===== src/rtl/dmem_pkg.sv =====
// Shared definitions for the data-memory responder: FSM encoding, wait-counter
// sizing and the legal latency range.
package dmem_pkg;

    typedef enum logic [1:0] {
        ST_IDLE = 2'd0,
        ST_WAIT = 2'd1,
        ST_RESP = 2'd2
    } state_t;

    localparam int LAT_MAX = 15;
    localparam int CNT_W   = 4;

    // Legal latencies must fit the wait counter, which holds LATENCY-1.
    function automatic bit latency_ok(input int lat);
        return (lat >= 1) && (lat <= LAT_MAX);
    endfunction

endpackage


===== src/rtl/dmem_array.sv =====
// Word storage for the responder: one write port and one registered read port,
// both enable-gated; contents are never reset.
module dmem_array #(
    parameter int DATA_W      = 32,
    parameter int DEPTH_WORDS = 128,
    parameter int IDX_W       = $clog2(DEPTH_WORDS)
) (
    input  logic              clk,
    input  logic              wr_en,
    input  logic [IDX_W-1:0]  wr_idx,
    input  logic [DATA_W-1:0] wr_data,
    input  logic              rd_en,
    input  logic [IDX_W-1:0]  rd_idx,
    output logic [DATA_W-1:0] rd_data
);

    logic [DATA_W-1:0] mem [DEPTH_WORDS];

    // The read register holds its value while rd_en is low, so a captured
    // load stays stable for as long as the response is stalled.
    always_ff @(posedge clk) begin
        if (wr_en) begin
            mem[wr_idx] <= wr_data;
        end
        if (rd_en) begin
            rd_data <= mem[rd_idx];
        end
    end

endmodule


===== src/rtl/dmem_responder.sv =====
// Multi-cycle data-memory responder for the MEM stage: one outstanding
// load/store, fixed LATENCY from acceptance to response, valid/ready on both sides.
module dmem_responder
    import dmem_pkg::*;
#(
    parameter int DATA_W      = 32,
    parameter int ADDR_W      = 32,
    parameter int DEPTH_WORDS = 128,
    parameter int LATENCY     = 2
) (
    input  logic              clk_i,
    input  logic              rst_i,
    input  logic              req_valid_i,
    output logic              req_ready_o,
    input  logic              req_write_i,
    input  logic [ADDR_W-1:0] req_addr_i,
    input  logic [DATA_W-1:0] req_wdata_i,
    output logic              rsp_valid_o,
    input  logic              rsp_ready_i,
    output logic [DATA_W-1:0] rsp_rdata_o,
    output logic              rsp_err_o
);

    localparam int IDX_W  = $clog2(DEPTH_WORDS);
    localparam int WIDX_W = ADDR_W - 2;

    if (!latency_ok(LATENCY)) begin : g_latency_check
        $error("dmem_responder: LATENCY must be within 1..%0d", LAT_MAX);
    end

    state_t            state;
    logic [CNT_W-1:0]  cnt;
    logic              write_q;
    logic [ADDR_W-1:0] addr_q;
    logic [DATA_W-1:0] wdata_q;
    logic              ready_q;
    logic              valid_q;
    logic              err_q;
    logic              load_ok_q;

    logic              commit;
    logic              addr_err;
    logic              wr_en;
    logic              rd_en;
    logic [DATA_W-1:0] arr_rdata;

    // Out-of-range word indices are errors rather than wrapping onto low words.
    assign commit   = (state == ST_WAIT) && (cnt == '0);
    assign addr_err = (addr_q[1:0] != 2'b00) ||
                      (addr_q[ADDR_W-1:2] >= WIDX_W'(DEPTH_WORDS));
    assign wr_en    = commit && write_q && !addr_err;
    assign rd_en    = commit && !write_q && !addr_err;

    dmem_array #(
        .DATA_W      (DATA_W),
        .DEPTH_WORDS (DEPTH_WORDS),
        .IDX_W       (IDX_W)
    ) u_array (
        .clk     (clk_i),
        .wr_en   (wr_en),
        .wr_idx  (addr_q[IDX_W+1:2]),
        .wr_data (wdata_q),
        .rd_en   (rd_en),
        .rd_idx  (addr_q[IDX_W+1:2]),
        .rd_data (arr_rdata)
    );

    // Ready is registered, so it is low during reset and rises on the first
    // edge after release; it returns high on the edge that completes a response.
    always_ff @(posedge clk_i or negedge rst_i) begin
        if (!rst_i) begin
            state     <= ST_IDLE;
            cnt       <= '0;
            write_q   <= 1'b0;
            addr_q    <= '0;
            wdata_q   <= '0;
            ready_q   <= 1'b0;
            valid_q   <= 1'b0;
            err_q     <= 1'b0;
            load_ok_q <= 1'b0;
        end else begin
            case (state)
                ST_IDLE: begin
                    ready_q <= 1'b1;
                    if (req_valid_i && ready_q) begin
                        write_q <= req_write_i;
                        addr_q  <= req_addr_i;
                        wdata_q <= req_wdata_i;
                        cnt     <= CNT_W'(LATENCY - 1);
                        ready_q <= 1'b0;
                        state   <= ST_WAIT;
                    end
                end
                ST_WAIT: begin
                    if (cnt != '0) begin
                        cnt <= cnt - 1'b1;
                    end else begin
                        valid_q   <= 1'b1;
                        err_q     <= addr_err;
                        load_ok_q <= rd_en;
                        state     <= ST_RESP;
                    end
                end
                ST_RESP: begin
                    if (rsp_ready_i) begin
                        valid_q   <= 1'b0;
                        err_q     <= 1'b0;
                        load_ok_q <= 1'b0;
                        ready_q   <= 1'b1;
                        state     <= ST_IDLE;
                    end
                end
                default: begin
                    state <= ST_IDLE;
                end
            endcase
        end
    end

    // Read data only passes through for a successful load; stores and errors read as zero.
    assign rsp_rdata_o = load_ok_q ? arr_rdata : '0;
    assign req_ready_o = ready_q;
    assign rsp_valid_o = valid_q;
    assign rsp_err_o   = err_q;

endmodule


===== config.mk =====
export PLATFORM = sky130hd
export DESIGN_NAME = dmem_responder
export DESIGN_NICKNAME = d
export VERILOG_FILES = /design/src/rtl/dmem_pkg.sv /design/src/rtl/dmem_array.sv /design/src/rtl/dmem_responder.sv
export SDC_FILE = /design/constraint.sdc
export NUM_CORES = 2
export LEC_CHECK = 0
export CORE_ASPECT_RATIO = 1.1
export CORE_UTILIZATION = 56
export CTS_CLUSTER_DIAMETER = 150
export CTS_CLUSTER_SIZE = 16
export DETAILED_ROUTE_END_ITERATION = 8
export PLACE_DENSITY = 0.76
export SETUP_SLACK_MARGIN = 0.02
export SYNTH_ARGS = -nofsm -noshare
export SYNTH_HDL_FRONTEND = slang
export SYNTH_HIERARCHICAL = 1
export SYNTH_SLANG_ARGS = --single-unit

===== constraint.sdc =====
create_clock -name clk_i -period 5.4 [get_ports clk_i]
set_input_delay 1.62 -clock clk_i [delete_from_list [all_inputs] [get_ports clk_i]]
set_output_delay 1.62 -clock clk_i [all_outputs]
set_load 0.01 [all_outputs]

==> results.cfg <==
[outcome]
status = finished, final reports clean

[worst_setup_path]
critPathTopFamily = flip-flops
rr_worst_depth = 8
crit_fanout = 17
start_kind = flip-flop
rr_startpoint = addr_q[9]
required_ps = 3780
arrival_ps = 3530
slowest_stage = dfrtp_1
rrSetupSlack_ps = 870
path_cells = and2_1 -> clkdlybuf4s50_1
critPathKind = reg2out
r2r_end = u_array/mem[14][11]
slowest_delay_ps = 1250
crit_buf_inv = 1
endpoint = rsp_rdata_o[23]
worstSetupStartpoint = load_ok_q
cp-end-kind = output pin
crit_cells = 2

[cells_and_area]
final_cells = 10400
finish.utilization = 0.622
final_area_um2 = 176000
mostFrequentLayoutCells = edfxtp_1, mux4_2, clkbuf_16
nets = 6684
final_common_cell = edfxtp_1
syn_to_final_growth_pct = 10.4
drive_above_1_share = 0.338

[place]
dp.cells = 10000
hpwl_um = 217000
dpl_cell_area_um2 = 168000
numPortBuffers = 103
gp_congestion = 0.858
dpl_worst_slack_ps = 977

[yosys]
syn_area_per_cell_um2 = 25.7
synthFlopType = edfxtp_1
synth-compound-area-share = 0.000274
synth_fa_ha_area_frac = 0.000157
yosys.area_share.simple = 0.00705
synth_top_family_by_area = multiplexers
syn-num-nets = 6295
synth_edf_count = 4128
synthCells = 6224
ys_types = 33
ys_ff_latch = 4203
ys_seq_area_frac = 0.787
ys_warn_count = 6
synth-xor-area-share = 0
async_flop_share = 0.0178
synth.area.mux_share = 0.196
syn-cell-area_um2 = 160000

[cts]
post_cts_buffers = 0
clk_pin_slew_ps = 70
clock_path_buffers = 4
cts-root-buf = clkbuf_16
cts_made_buffers = 304
ctsResizeCount = 0
cts_num_sinks = 4203
cts_max_level = 5
insertion_delay_ps = 900
cts_tree = yes
cts-hold-fix-buffers = 0

[detailed_routing]
detail_route.iter0.violations = 10800
drt_wl_total_um = 398000
remaining_drc_errors = 0
drtPass1Iterations = 6
wl_per_cell_um = 38.2
final_antenna_net_count = 0
via_per_inst = 7.00
vias = 72900

[power_and_ir_drop]
power.total_mw = 93.3
p_per_area_nw_per_um2 = 529
leakage_nw = 53.3
irDropWorstVdd_uv = 552

[global_route]
grt_use_total = 0.279
met2_usage = 0.459
grt_max_degree = 86
use_met1 = 0.371
first_global_vias = 75100
grt_pass1_wl_um = 561000
top_usage_layer = met2
grtUsageMet3 = 0.0520
grt_antenna_before_repair = 42
gr-total-overflow = 0

[timing]
min_period_over_period = 0.953
maxSlewHeadroom = 0.0765
whs_ps = 491
fin_crit_ps = 5150
rsz0062_at_grt = no
worstMarginPinSlew_ps = 1380
slew_viol_final = 0
fin_ws_ps = 252
hold_violations = 0
tns_ps = 0
clock_skew_ps = 37.4
setup_violations = 0
fmax_mhz = 194

[floorplan]
die_x_um = 511
core_area_um2 = 284000
io_pins = 104
start_util = 0.563
die_area_um2 = 287000
die_h_um = 562
rows = 205

[min_path]
hold_class = reg2reg

[flow_run]
drv_cap = 0
## synthesized netlist by cell type (all sizes together) (2+ instances only)
cell    number  area [um2]
a21oi        3        15.0
and2        32         200
and3         2        15.0
buf        141         668
clkbuf     185         694
dfrtp       75        1880
edfxtp    4128      124000
ha           2        25.0
inv          4        15.0
mux2        97        1100
mux2i        2        20.0
mux4      1344       30300
nand2       22        82.6
nand2b       3        26.3
nand3       13        65.1
nand4        4        25.0
nor2       132         495
nor2b        8        50.1
nor3        13        87.6
nor4         6        37.5
o21ai        2        10.0
## metal layers
| metal | up-vias | routed length, um |
|---|---|---|
| met5 | - | 61 |
| met4 | 10 | 18000 |
| met3 | 793 | 44700 |
| met2 | 5163 | 199000 |
| met1 | 39200 | 137000 |
| li1 | 27700 | - |
## registers in the layout, indices dropped and copies added, names as in the netlist
register	cells
wdata_q	32
write_q	1
rsp_err_o	1
cnt	4
addr_q	32
u_array/rd_data	32
u_array/mem	4096
req_ready_o	1
state	2
load_ok_q	1
rsp_valid_o	1
## worst min-delay path: stages (launching register included)
cell	delay (ps)
dfrtp_1	350
nand2_1	50
nand2_1	60
## worst min path at each step
stage                      from          end  slack (ps)  cells after the start
CTS                 rsp_valid_o  rsp_valid_o         490                      2
detailed placement  rsp_valid_o  rsp_valid_o         470                      2
finish              rsp_valid_o  rsp_valid_o         490                      2
global route        rsp_valid_o  rsp_valid_o         520                      2
floorplan            addr_q[14]   addr_q[14]         480                      1
global placement    rsp_valid_o  rsp_valid_o         470                      2
## cell type report
| class | count | area [um2] |
|---|---|---|
| Antenna cell | 24 | 60.1 |
| Clock buffer | 348 | 8070 |
| Clock inverter | 6 | 58.8 |
| Fill cell | 17700 | 107000 |
| Inverter | 4 | 15.0 |
| Multi-Input combinational cell | 1691 | 33500 |
| Sequential cell | 4203 | 126000 |
| Tap cell | 3726 | 4660 |
| Timing Repair Buffer | 409 | 3990 |
## power breakdown
group / internal, mW / total (mW) / switching, mW
clock network: 10.5 / 20.9 / 10.4
logic: 12.3 / 28.0 / 15.7
registers: 41.1 / 44.5 / 3.36
## kinds of logic (layout without fill, tap and decap cells)
logic type,Yosys count,in the layout
other cells,0,24
buf+inv,330,767
simple gates,239,239
fa+ha+maj,2,2
mux,1443,1443
compound gates,7,7
flops,4203,4203
Note: power is estimated with default switching activity, not from simulation.
